## config.mk

```make
export PLATFORM = sky130hd
export DESIGN_NAME = cpu6_mtimer
export DESIGN_NICKNAME = d
export VERILOG_FILES = /design/src/rtl/cpu6_mtimer_pkg.sv /design/src/rtl/cpu6_mtimer_prescaler.sv /design/src/rtl/cpu6_mtimer.sv
export SDC_FILE = /design/constraint.sdc
export NUM_CORES = 1
export LEC_CHECK = 0
export BUFFER_PORTS_ARGS = -buffer_cell sky130_fd_sc_hd__buf_4
export CAP_MARGIN = 40
export CORE_MARGIN = 2
export CORE_UTILIZATION = 57
export DETAILED_ROUTE_END_ITERATION = 12
export PLACE_DENSITY = 0.77
export SLEW_MARGIN = 25
export SYNTH_ARGS = -nofsm -noshare
export SYNTH_HDL_FRONTEND = slang
export SYNTH_SLANG_ARGS = --single-unit
```

## constraint.sdc

```tcl
create_clock -name clk -period 7 [get_ports clk]
set_input_delay 0.35 -clock clk [delete_from_list [all_inputs] [get_ports clk]]
set_output_delay 0.35 -clock clk [all_outputs]
set_load 0.005 [all_outputs]
```

## src/rtl/cpu6_mtimer_pkg.sv

```systemverilog
// Shared register-map constants and types for the cpu6 machine timer.
// Imported by the timer top and its prescaler.
package cpu6_mtimer_pkg;

    localparam int unsigned WIN_BYTES = 32;

    localparam logic [4:0] OFF_MTIME_LO    = 5'h00;
    localparam logic [4:0] OFF_MTIME_HI    = 5'h04;
    localparam logic [4:0] OFF_MTIMECMP_LO = 5'h08;
    localparam logic [4:0] OFF_MTIMECMP_HI = 5'h0C;
    localparam logic [4:0] OFF_CTRL        = 5'h10;
    localparam logic [4:0] OFF_PRESCALE    = 5'h14;
    localparam logic [4:0] OFF_RSVD0       = 5'h18;
    localparam logic [4:0] OFF_RSVD1       = 5'h1C;

    localparam int unsigned CTRL_EN   = 0;
    localparam int unsigned CTRL_PEND = 1;

    typedef struct packed {
        logic [29:0] rsvd;
        logic        pending;
        logic        en;
    } ctrl_t;

    function automatic logic [2:0] word_sel(input logic [4:0] off);
        return off[4:2];
    endfunction

endpackage

```

## src/rtl/cpu6_mtimer_prescaler.sv

```systemverilog
// Prescale counter: emits one tick every (prescale + 1) enabled cycles.
// Holds its count while disabled; clr restarts the count from zero.
module cpu6_mtimer_prescaler
    import cpu6_mtimer_pkg::*;
(
    input  logic        clk,
    input  logic        reset,
    input  logic        en,
    input  logic [31:0] prescale,
    input  logic        clr,
    output logic        tick
);

    logic [31:0] pcnt;

    assign tick = en && (pcnt == prescale);

    always_ff @(posedge clk) begin
        if (reset) begin
            pcnt <= '0;
        end else if (clr) begin
            pcnt <= '0;
        end else if (en) begin
            if (tick) begin
                pcnt <= '0;
            end else begin
                pcnt <= pcnt + 32'd1;
            end
        end
    end

endmodule

```

## src/rtl/cpu6_mtimer.sv

```systemverilog
// Memory-mapped 64-bit machine timer with prescaler and compare interrupt.
// Responds on the cpu6 data bus; reads are combinational and side-effect free.
module cpu6_mtimer
    import cpu6_mtimer_pkg::*;
#(
    parameter logic [31:0] BASE         = 32'h0200_0000,
    parameter logic [31:0] PRESCALE_RST = 32'd0,
    parameter logic        EN_RST       = 1'b0
) (
    input  logic        clk,
    input  logic        reset,
    input  logic        memwriteM,
    input  logic [31:0] dataaddr,
    input  logic [31:0] writedata,
    output logic [31:0] readdata,
    output logic        hit,
    output logic        tmr_irq_r
);

    logic [63:0] mtime;
    logic [63:0] mtimecmp;
    logic [31:0] prescale;
    logic        ctrl_en;
    logic        tick;
    logic [2:0]  sel;
    logic        we;
    logic [7:0]  wr_oh;
    ctrl_t       ctrl_rd;

    logic unused_addr_lsb;
    assign unused_addr_lsb = ^dataaddr[1:0];

    assign hit = (dataaddr[31:5] == BASE[31:5]);
    assign sel = dataaddr[4:2];
    assign we  = memwriteM && hit;

    always_comb begin
        wr_oh = '0;
        if (we) begin
            wr_oh[sel] = 1'b1;
        end
    end

    cpu6_mtimer_prescaler u_presc (
        .clk      (clk),
        .reset    (reset),
        .en       (ctrl_en),
        .prescale (prescale),
        .clr      (wr_oh[word_sel(OFF_PRESCALE)]),
        .tick     (tick)
    );

    // A bus write to either half wins over the tick for that cycle.
    always_ff @(posedge clk) begin
        if (reset) begin
            mtime <= '0;
        end else if (wr_oh[word_sel(OFF_MTIME_LO)]) begin
            mtime[31:0] <= writedata;
        end else if (wr_oh[word_sel(OFF_MTIME_HI)]) begin
            mtime[63:32] <= writedata;
        end else if (tick) begin
            mtime <= mtime + 64'd1;
        end
    end

    always_ff @(posedge clk) begin
        if (reset) begin
            mtimecmp <= '1;
        end else if (wr_oh[word_sel(OFF_MTIMECMP_LO)]) begin
            mtimecmp[31:0] <= writedata;
        end else if (wr_oh[word_sel(OFF_MTIMECMP_HI)]) begin
            mtimecmp[63:32] <= writedata;
        end
    end

    always_ff @(posedge clk) begin
        if (reset) begin
            ctrl_en <= EN_RST;
        end else if (wr_oh[word_sel(OFF_CTRL)]) begin
            ctrl_en <= writedata[CTRL_EN];
        end
    end

    always_ff @(posedge clk) begin
        if (reset) begin
            prescale <= PRESCALE_RST;
        end else if (wr_oh[word_sel(OFF_PRESCALE)]) begin
            prescale <= writedata;
        end
    end

    always_ff @(posedge clk) begin
        if (reset) begin
            tmr_irq_r <= 1'b0;
        end else begin
            tmr_irq_r <= (mtime >= mtimecmp);
        end
    end

    always_comb begin
        ctrl_rd         = '0;
        ctrl_rd.en      = ctrl_en;
        ctrl_rd.pending = tmr_irq_r;
    end

    always_comb begin
        readdata = '0;
        if (hit) begin
            unique case (1'b1)
                sel == word_sel(OFF_MTIME_LO):    readdata = mtime[31:0];
                sel == word_sel(OFF_MTIME_HI):    readdata = mtime[63:32];
                sel == word_sel(OFF_MTIMECMP_LO): readdata = mtimecmp[31:0];
                sel == word_sel(OFF_MTIMECMP_HI): readdata = mtimecmp[63:32];
                sel == word_sel(OFF_CTRL):        readdata = ctrl_rd;
                sel == word_sel(OFF_PRESCALE):    readdata = prescale;
                default:                          readdata = '0;
            endcase
        end
    end

endmodule

```

* Word level (Yosys, flattened, before mapping) *
Index checks and enable logic that the tools add are counted.

cells by class
  magnitude comparators = 3
  mux-type cells = 10
  reduce and logical (&&, ||, !) cells = 10
  add/subtract/negate cells = 2
  bitwise gates (word level) = 2
  equal/unequal tests = 8

operator list
  kind                                                                           number
  32-bit one-hot mux with 6 select lines                                         1
  32-bit 2-to-1 mux                                                              5
  64-bit by 1-bit adder with 64-bit output (second input constant)               1
  64-bit >= comparator                                                           1
  64-bit 2-to-1 mux                                                              1
  32-bit by 1-bit adder with 32-bit output (second input constant)               1
  32-bit equality test                                                           1
  27-bit by 21-bit equality test with 1-bit output (second input constant)       1
  3-bit by 2-bit equality test with 1-bit output (second input constant)         2
  3-bit equality test (second input constant)                                    2
  6-bit 2-to-1 mux                                                               1
  2-bit AND reduction                                                            3
  3-bit by 4-bit less-than comparator with 1-bit output (second input constant)  1
  2-bit nonzero test                                                             2
  1-bit demux with 3-bit select                                                  1
  3-bit by 1-bit equality test with 1-bit output (second input constant)         1
  3-bit by 1-bit >= comparator with 1-bit output (second input constant)         1
  1-bit logical AND                                                              3
  3-bit zero test                                                                1
  2-bit inequality test (second input constant)                                  1
  1-bit inverter                                                                 2
  2-bit OR reduction                                                             1
  1-bit 2-to-1 mux                                                               1

word-level totals
  logic and storage cells = 43
  bits of input ports = 67
  flip-flop bits (word level) = 194
  output and inout port bits = 34

* Depth between registers and ports, before layout *
Gate-level depths: netlist of the first run.

  word-level depth = 7
  mapped depth = 10

* By module *
A second synthesis of the first run with hierarchy kept.

unflattened totals
  cell total of the unflattened synthesis = 1590
  area, all modules = 12480.7 µm²

modules (own cells, without submodules)
  module                 cells an instance  area each (µm²)  instances  seq. area each (µm²)
  cpu6_mtimer            1370               10581.4          1          3243.1
  cpu6_mtimer_prescaler  220                1899.3           1          640.6

* Worst setup path before layout of the first run *
Ideal clock, no wire load.

  kind = register to register
  start point = reg mtime[9]
  end point = reg mtime[57]
  setup slack = 4.366 ns
  arrival time = 2.501 ns
  buffers on the path = 1
  cell stages (with the launch flop) = 9
  cell sequence = dfxtp_1 -> nand4_2 -> or4_4 -> or3_1 -> buf_2 -> or3_4 -> o41a_1 -> o21ai_1 -> a31oi_1

on the way
  cells in the longest elaborated chain, start to end = 3

ends and longest elaborated chain
  item                                      RTL line           source
  start: declaration                        cpu6_mtimer.sv:20  logic [63:0] mtime;
  start signal: assignment                  cpu6_mtimer.sv:58  mtime[31:0] <= writedata;
  start signal: assignment                  cpu6_mtimer.sv:62  mtime <= mtime + 64'd1;
  64-bit by 1-bit adder with 64-bit output  cpu6_mtimer.sv:62
  64-bit 2-to-1 mux                         cpu6_mtimer.sv:61  end else if (tick) begin
  32-bit 2-to-1 mux                         cpu6_mtimer.sv:59  end else if (wr_oh[word_sel(OFF_MTIME_HI)]) begin

No other way between the ends. The select of a mux whose other input is x is not followed.
A chain may end at the register's enable or synchronous reset.

* Worst setup path after layout of the first run *
  start point = reg u_presc.pcnt[6]
  end point = reg mtime[56]

on the way
  cells in the longest elaborated chain, start to end = 4

ends and longest elaborated chain
  item                           RTL line                     source
  start: declaration             cpu6_mtimer_prescaler.sv:14  logic [31:0] pcnt;
  start signal: assignment       cpu6_mtimer_prescaler.sv:27  pcnt <= pcnt + 32'd1;
  32-bit equality test           cpu6_mtimer_prescaler.sv:16  assign tick = en && (pcnt == prescale);
  1-bit logical AND              cpu6_mtimer_prescaler.sv:16
  2-bit nonzero test (no line)   --
  2-bit AND reduction (no line)  --
  end signal: assignment         cpu6_mtimer.sv:60            mtime[63:32] <= writedata;
  end signal: assignment         cpu6_mtimer.sv:62

No other way between the ends.

==> results.md, run 1 <==
- Fin Setup TNS: 0 ns
- Remaining DRCs: 0
- Post-layout minimum cycle time: around 3.3 ns
- CP Class: reg -> reg
- DR vias: 11,700
- Setup crit end kind: flip-flop
- CTS Buf Count: 17
- Area leader, netlist: dfxtp_1
- Worst slew pin tran: between 0.7 and 0.8 ns
- Status: complete, no violations
- Final nets: ~1,700
- Hold slack: ~0.2 ns
- Lkg Pwr: between 0.005 and 0.006 uW
- Largest net degree at the start of global routing: 79
- CTS tree: yes
- Fillers: between 1,500 and 2,000
- Synth-to-Final Area Change: 12.3%
- Final-report hold violation count: 0
- Req. time, crit path: about 7.4 ns
- Final period util: approximately 48%
- Clock transition at the registers of the reported paths: ~0.070 ns
- Pins over their slew limit: 0
- Synth Area per Inst: 7.87 sq um
- Initial antenna violation count: 0
- I/O pin count: 101
- Mapped Area: about 0.012 sq mm
- Row cnt: 53
- Routed vias/inst: between 6 and 7
- Clock H-tree levels: 4
- Vias in the first global route: 10,500
- Die X-Extent: 149 microns
- First-pass GRT wire length: 58,100 microns
- Post-CTS setup buffer count: 0
- Root Buffer Master: clkbuf_16
- Starting density of the core: 57.5%
- Layout cells sized above 1: between 10 and 15%
- TritonRoute pass-1 iters: 6
- Startpoint types: flip-flop
- Mapped Nets: 1,654
- Routability congestion estimate: between 0.8 and 0.9
- Synth area leaders: dfxtp_1 32%, ha_1 6.9%, nor2_1 5.5%
- #FFs+latches synth: just under 200
- Crit-path max FO: 25
- Setup ws final: approximately 3.7 ns
- Dominant cell by count in the synthesized netlist: dfxtp_1
- Die height: around 150 microns
- Relative slew slack: 49.7%
- Fmax: 0.299 GHz
- Post-synth cell types: 63
- Ys Warns: 0
- RSZ-0062 raised after global routing: false
- Worst hold path type: in -> reg
- Max rail drop VDD: about 0.00014 V
- Post-synth top area share: approximately 32%
- Final wirelength: approximately 37,000 microns
- DP HPWL: 26,700 microns
- Setup-failing EPs final: 0
- DRT iter0 DRCs: around 1,500
- Ys flop type: dfxtp_1
- Clock skew: ~0.0099 ns
- Sequential share of the synthesized area: between 30% and 40%
- Worst-skew pair later-pin latency: ~0.44 ns
- Post-synth ARST share: 0%
- Antenna Diode Count: 0
- Std-Cell Core Area: between 0.02 and 0.025 sq mm
- Detail Route Antenna Nets: 0
- CTS resizes: 0
- Max cap viols: 0
- Gr ovfl total: 0
- Post-synthesis instance total: around 1,500
- Crit path arrival time: 3.70 ns
- Pre-CTS WS: approximately 3.6 ns
- P per Cell Area: approximately 170 mW/mm^2
- Synth cell count leaders: 194 x dfxtp_1, 176 x nor2_1, 170 x nand2_1
- Avg WL per Cell: about 20 microns
- Port buffer count: between 90 and 100
- Total die area: approximately 0.022 sq mm
- EDFF count, synth: 0
- GRT Total Usage: about a third
- Max clock buf depth: 2
- Hold Buf Count CTS: 0
- CTS sink count: just under 200
==> report_power, final <==
| group | switching, uW | total [uW] | leakage [uW] | internal, uW |
|---|---|---|---|---|
| logic | 90.2 | 138 | 0.00348 | 47.6 |
| clock network | 446 | 1050 | 0.000308 | 609 |
| registers | 0.000000924 | 1100 | 0.00156 | 1100 |
| total | 536 | 2300 | 0.00535 | 1760 |
==> metal layers <==
metal,vias to the layer above,track usage (%),routed length (microns)
met2,571,50.4,16400
met3,65,6.88,4090
met4,0,9.67,881
met1,5493,48.4,15700
li1,5531,-,-
met5,-,0,0
==> per-stage QoR <==
step | cells | total power (uW) | util (%) | area (sq um)
floorplan | 1521 | 1190 | - | 12000
global placement | 1800 | 1260 | 61.3 | 12800
detailed placement | 1802 | 1260 | 61.4 | 12800
CTS | 1833 | 2290 | 64.4 | 13400
global route | 1835 | 2360 | 64.5 | 13400
finish | 1835 | 2300 | 64.5 | 13400
==> cell usage in the layout (no fill, tap or decap), types with 5 or more instances in the layout <==
| cell | Yosys | final |
|---|---|---|
| a211oi_1 | 41 | 41 |
| a21o_1 | 13 | 13 |
| a21oi_1 | 64 | 64 |
| a22oi_1 | 42 | 42 |
| a31oi_1 | 11 | 11 |
| a32o_1 | 5 | 5 |
| and2_1 | 7 | 7 |
| and3_1 | 11 | 11 |
| and4_1 | 13 | 12 |
| buf_4 | 0 | 111 |
| clkbuf_16 | 0 | 17 |
| dfxtp_1 | 194 | 194 |
| ha_1 | 66 | 66 |
| inv_1 | 77 | 76 |
| mux2i_1 | 37 | 37 |
| mux4_2 | 10 | 10 |
| nand2_1 | 170 | 170 |
| nand2b_1 | 11 | 11 |
| nand3_1 | 52 | 51 |
| nand4_1 | 41 | 41 |
| nor2_1 | 176 | 174 |
| nor2b_1 | 8 | 8 |
| nor3_1 | 25 | 25 |
| nor4_1 | 28 | 28 |
| o211ai_1 | 64 | 64 |
| o21a_1 | 7 | 7 |
| o21ai_0 | 71 | 71 |
| o22a_1 | 21 | 21 |
| o31ai_1 | 5 | 5 |
| or3_1 | 13 | 13 |
| xnor2_1 | 66 | 66 |
| xor2_1 | 21 | 21 |
==> critical path, cell delays in order, from the launching register on <==
cell     delay, ns
dfxtp_1       0.35
xnor2_1       0.36
nand4_1       0.23
nor4_1        0.42
nand3_1       0.53
a21o_1        0.60
or4_1         0.58
a31oi_1       0.19
==> path summary, 6_finish.rpt <==
path	start	to	slack, ns	cells after the start
hold / removal	writedata[28]	mtimecmp[28]	0.20	3
setup / recovery	u_presc.pcnt[6]	mtime[56]	3.66	7
setup reg to reg	u_presc.pcnt[6]	mtime[56]	3.66	7
hold reg to reg	mtimecmp[39]	mtimecmp[39]	0.52	2
==> kinds of logic after synthesis <==
logic type / synth area share [%]
compound gates: 20.9
xor+xnor: 6.37
fa+ha+maj: 6.90
buf+inv: 5.83
flops: 32.4
mux: 4.98
simple gates: 22.6
==> state kept, by name (all words and copies together) (netlist names) <==
name          cells
ctrl_en           1
prescale         32
mtime            64
u_presc.pcnt     32
tmr_irq_r         1
mtimecmp         64
==> cell type report <==
cell class | instances | area (sq um) | area share [%]
multi-input combinational | 1143 | 7420 | 55.2
sequential | 194 | 3880 | 28.9
timing repair buffer | 115 | 878 | 6.54
clock buffer | 19 | 443 | 3.30
tap | 275 | 344 | 2.56
inverter | 77 | 289 | 2.15
clock inverter | 12 | 179 | 1.33
No activity file was read; power rests on OpenSTA's default activity.
==> run 2, diff against run 1 <==
Clock period 7 ns to 3.2 ns, I/O delays scaled along.
==> run 2 against run 1 <==
Effect of this change: clock skew is essentially flat; core utilization increased by 0.66 points; final cell count grew 1.3%; combinational power up 120%; total power up 110%; routed wire length up 2.6%; count of clock-buffer cells in the layout unchanged; die area unchanged; register-to-register slack worse by 3.4 ns; setup slack got worse by 3.4 ns; largest cell class unchanged.
==> results.md, run 2 (synthesized netlist as in run 1, its figures left out) <==
- Detail Route Antenna Nets: 0 (unchanged)
- Clock skew: 0.0104 ns (+0.000447 ns)
- Fmax: 0.336 GHz (+13%)
- Worst slew pin tran: 0.765 ns (+0.0162 ns)
- Commonest non-fill, non-tap cell in the layout: dfxtp_1
- Final nets: 1,704 (+1.4%)
- Final period util: 92.9% (+45 points)
- Routability congestion estimate: 0.940 (+4.5%)
- Clock H-tree levels: 4 (unchanged)
- RSZ-0062 raised after global routing: false
- Vias in the first global route: 10,600 (+1.4%)
- Final-report hold violation count: 0 (unchanged)
- Port buffer count: 98 (unchanged)
- Clock transition at the registers of the reported paths: 0.07 ns (about the same)
- Worst-skew pair later-pin latency: 0.44 ns (about the same)
- GRT Total Usage: 34.2% (+0.75 points)
- Status: complete, no violations
- Root Buffer Master: clkbuf_16
- P per Cell Area: 352 mW/mm^2 (+110%)
- Post-layout util: 65.2% (+0.66 points)
- CTS resizes: 0 (unchanged)
- DP Area: 0.0130 sq mm (+1.8%)
- Total die area: 0.0222 sq mm (unchanged)
- I/O pin count: 101 (unchanged)
- First-pass GRT wire length: 58,800 microns (+1.2%)
- Routed vias/inst: 6.40 (+0.78%)
- DP HPWL: 28,000 microns (+4.8%)
- Std-Cell Core Area: 0.0208 sq mm (unchanged)
- Largest registers: mtime (64), mtimecmp (64)
- CP Class: reg -> reg
- Req. time, crit path: 3.53 ns (-3.83 ns)
- Die height: 149 microns (unchanged)
- Hold slack: 0.0220 ns (-0.182 ns)
- Startpoint types: flip-flop
- Max rail drop VDD: 0.000366 V (+160%)
- Synth-to-Final Area Change: 13.4%
- Lkg Pwr: 0.00543 uW (+1.4%)
- Overall power: 4780 uW (+110%)
- Post-CTS setup buffer count: 0 (unchanged)
- CTS Buf Count: 17 (unchanged)
- Largest net degree at the start of global routing: 69 (-13%)
- Commonest non-fill, non-tap cells in the layout: 194 x dfxtp_1, 174 x nor2_1, 170 x nand2_1
- Max clock buf depth: 2 (unchanged)
- Starting density of the core: 57.5% (unchanged)
- Avg WL per Cell: 20.4 microns (+1.3%)
- CTS tree: yes
- Max cap viols: 0 (unchanged)
- Layout cells sized above 1: 12.2% (+1.4 points)
- Crit path arrival time: 3.30 ns (-0.40 ns)
- Setup crit end kind: flip-flop
- Die X-Extent: 149 microns (unchanged)
- Row cnt: 53 (unchanged)
- Relative slew slack: 49.0% (-0.70 points)
- Hold Buf Count CTS: 0 (unchanged)
- TritonRoute pass-1 iters: 7 (+1)
- CTS sink count: 194 (unchanged)
- Pins over their slew limit: 0 (unchanged)
- Worst hold path type: in -> reg
- Fillers: 1,831 (-0.38%)
- Initial antenna violation count: 0 (unchanged)
- Setup-failing EPs final: 0 (unchanged)
- Gr ovfl total: 0 (unchanged)
- Finished Cell Area: 0.0136 sq mm (+1.0%)
- Antenna Diode Count: 0 (unchanged)
- Fin Setup TNS: 0 ns (unchanged)
- DR vias: 11,900 (+2.0%)
- Remaining DRCs: 0 (unchanged)
- Crit-path max FO: 5 (-80%)
- Post-layout minimum cycle time: 2.97 ns (-0.372 ns)
- Final wirelength: 38,000 microns (+2.6%)
- DRT iter0 DRCs: 1,647 (+13%)
==> run 2: final timing paths <==
| kind | slack (ns) | cells past startpoint | end | from |
|---|---|---|---|---|
| setup / recovery | 0.23 | 9 | tmr_irq_r | mtime[0] |
| hold / removal | 0.02 | 3 | mtimecmp[25] | writedata[25] |
| setup reg to reg | 0.23 | 9 | tmr_irq_r | mtime[0] |
| hold reg to reg | 0.52 | 2 | mtimecmp[29] | mtimecmp[29] |
==> run 2: area by class of cell <==
cell class	count	area, sq um	area share, %
multi-input combinational	1143	7420	54.7
clock buffer	19	453	3.34
clock inverter	12	98.8	0.728
sequential	194	3880	28.6
inverter	77	289	2.13
tap	275	344	2.53
timing repair buffer	138	1090	8.00
==> run 2: critical path, stage by stage (launching register included) <==
cell and delay, ns:
dfxtp_1 0.39, inv_1 0.09, ha_1 0.29, nand2b_1 0.15, a211o_1 0.30, a2111oi_0 0.63
o311ai_0 0.30, a31oi_1 0.34, o21ai_0 0.13, a41o_1 0.25
==> run 2: power breakdown <==
part / internal, uW / switching, uW / total (uW)
Combinational: 105 / 203 / 308
Clock: 1050 / 1010 / 2060
Sequential: 2410 / 0.00000170 / 2410
==> run 2: per-layer routing <==
layer / share of wire (%) / GRT usage (%)
met4: 2.9 / 11.7
met1: 42 / 49.8
met2: 44 / 50.7
met5: 0 / 0
met3: 11 / 6.51
==> run 2: stage by stage <==
stage	instances	worst slack, ns
floorplan	1521	0.566
global placement	1827	0.376
detailed placement	1827	0.310
CTS	1858	0.281
global route	1858	0.0834
finish	1858	0.228
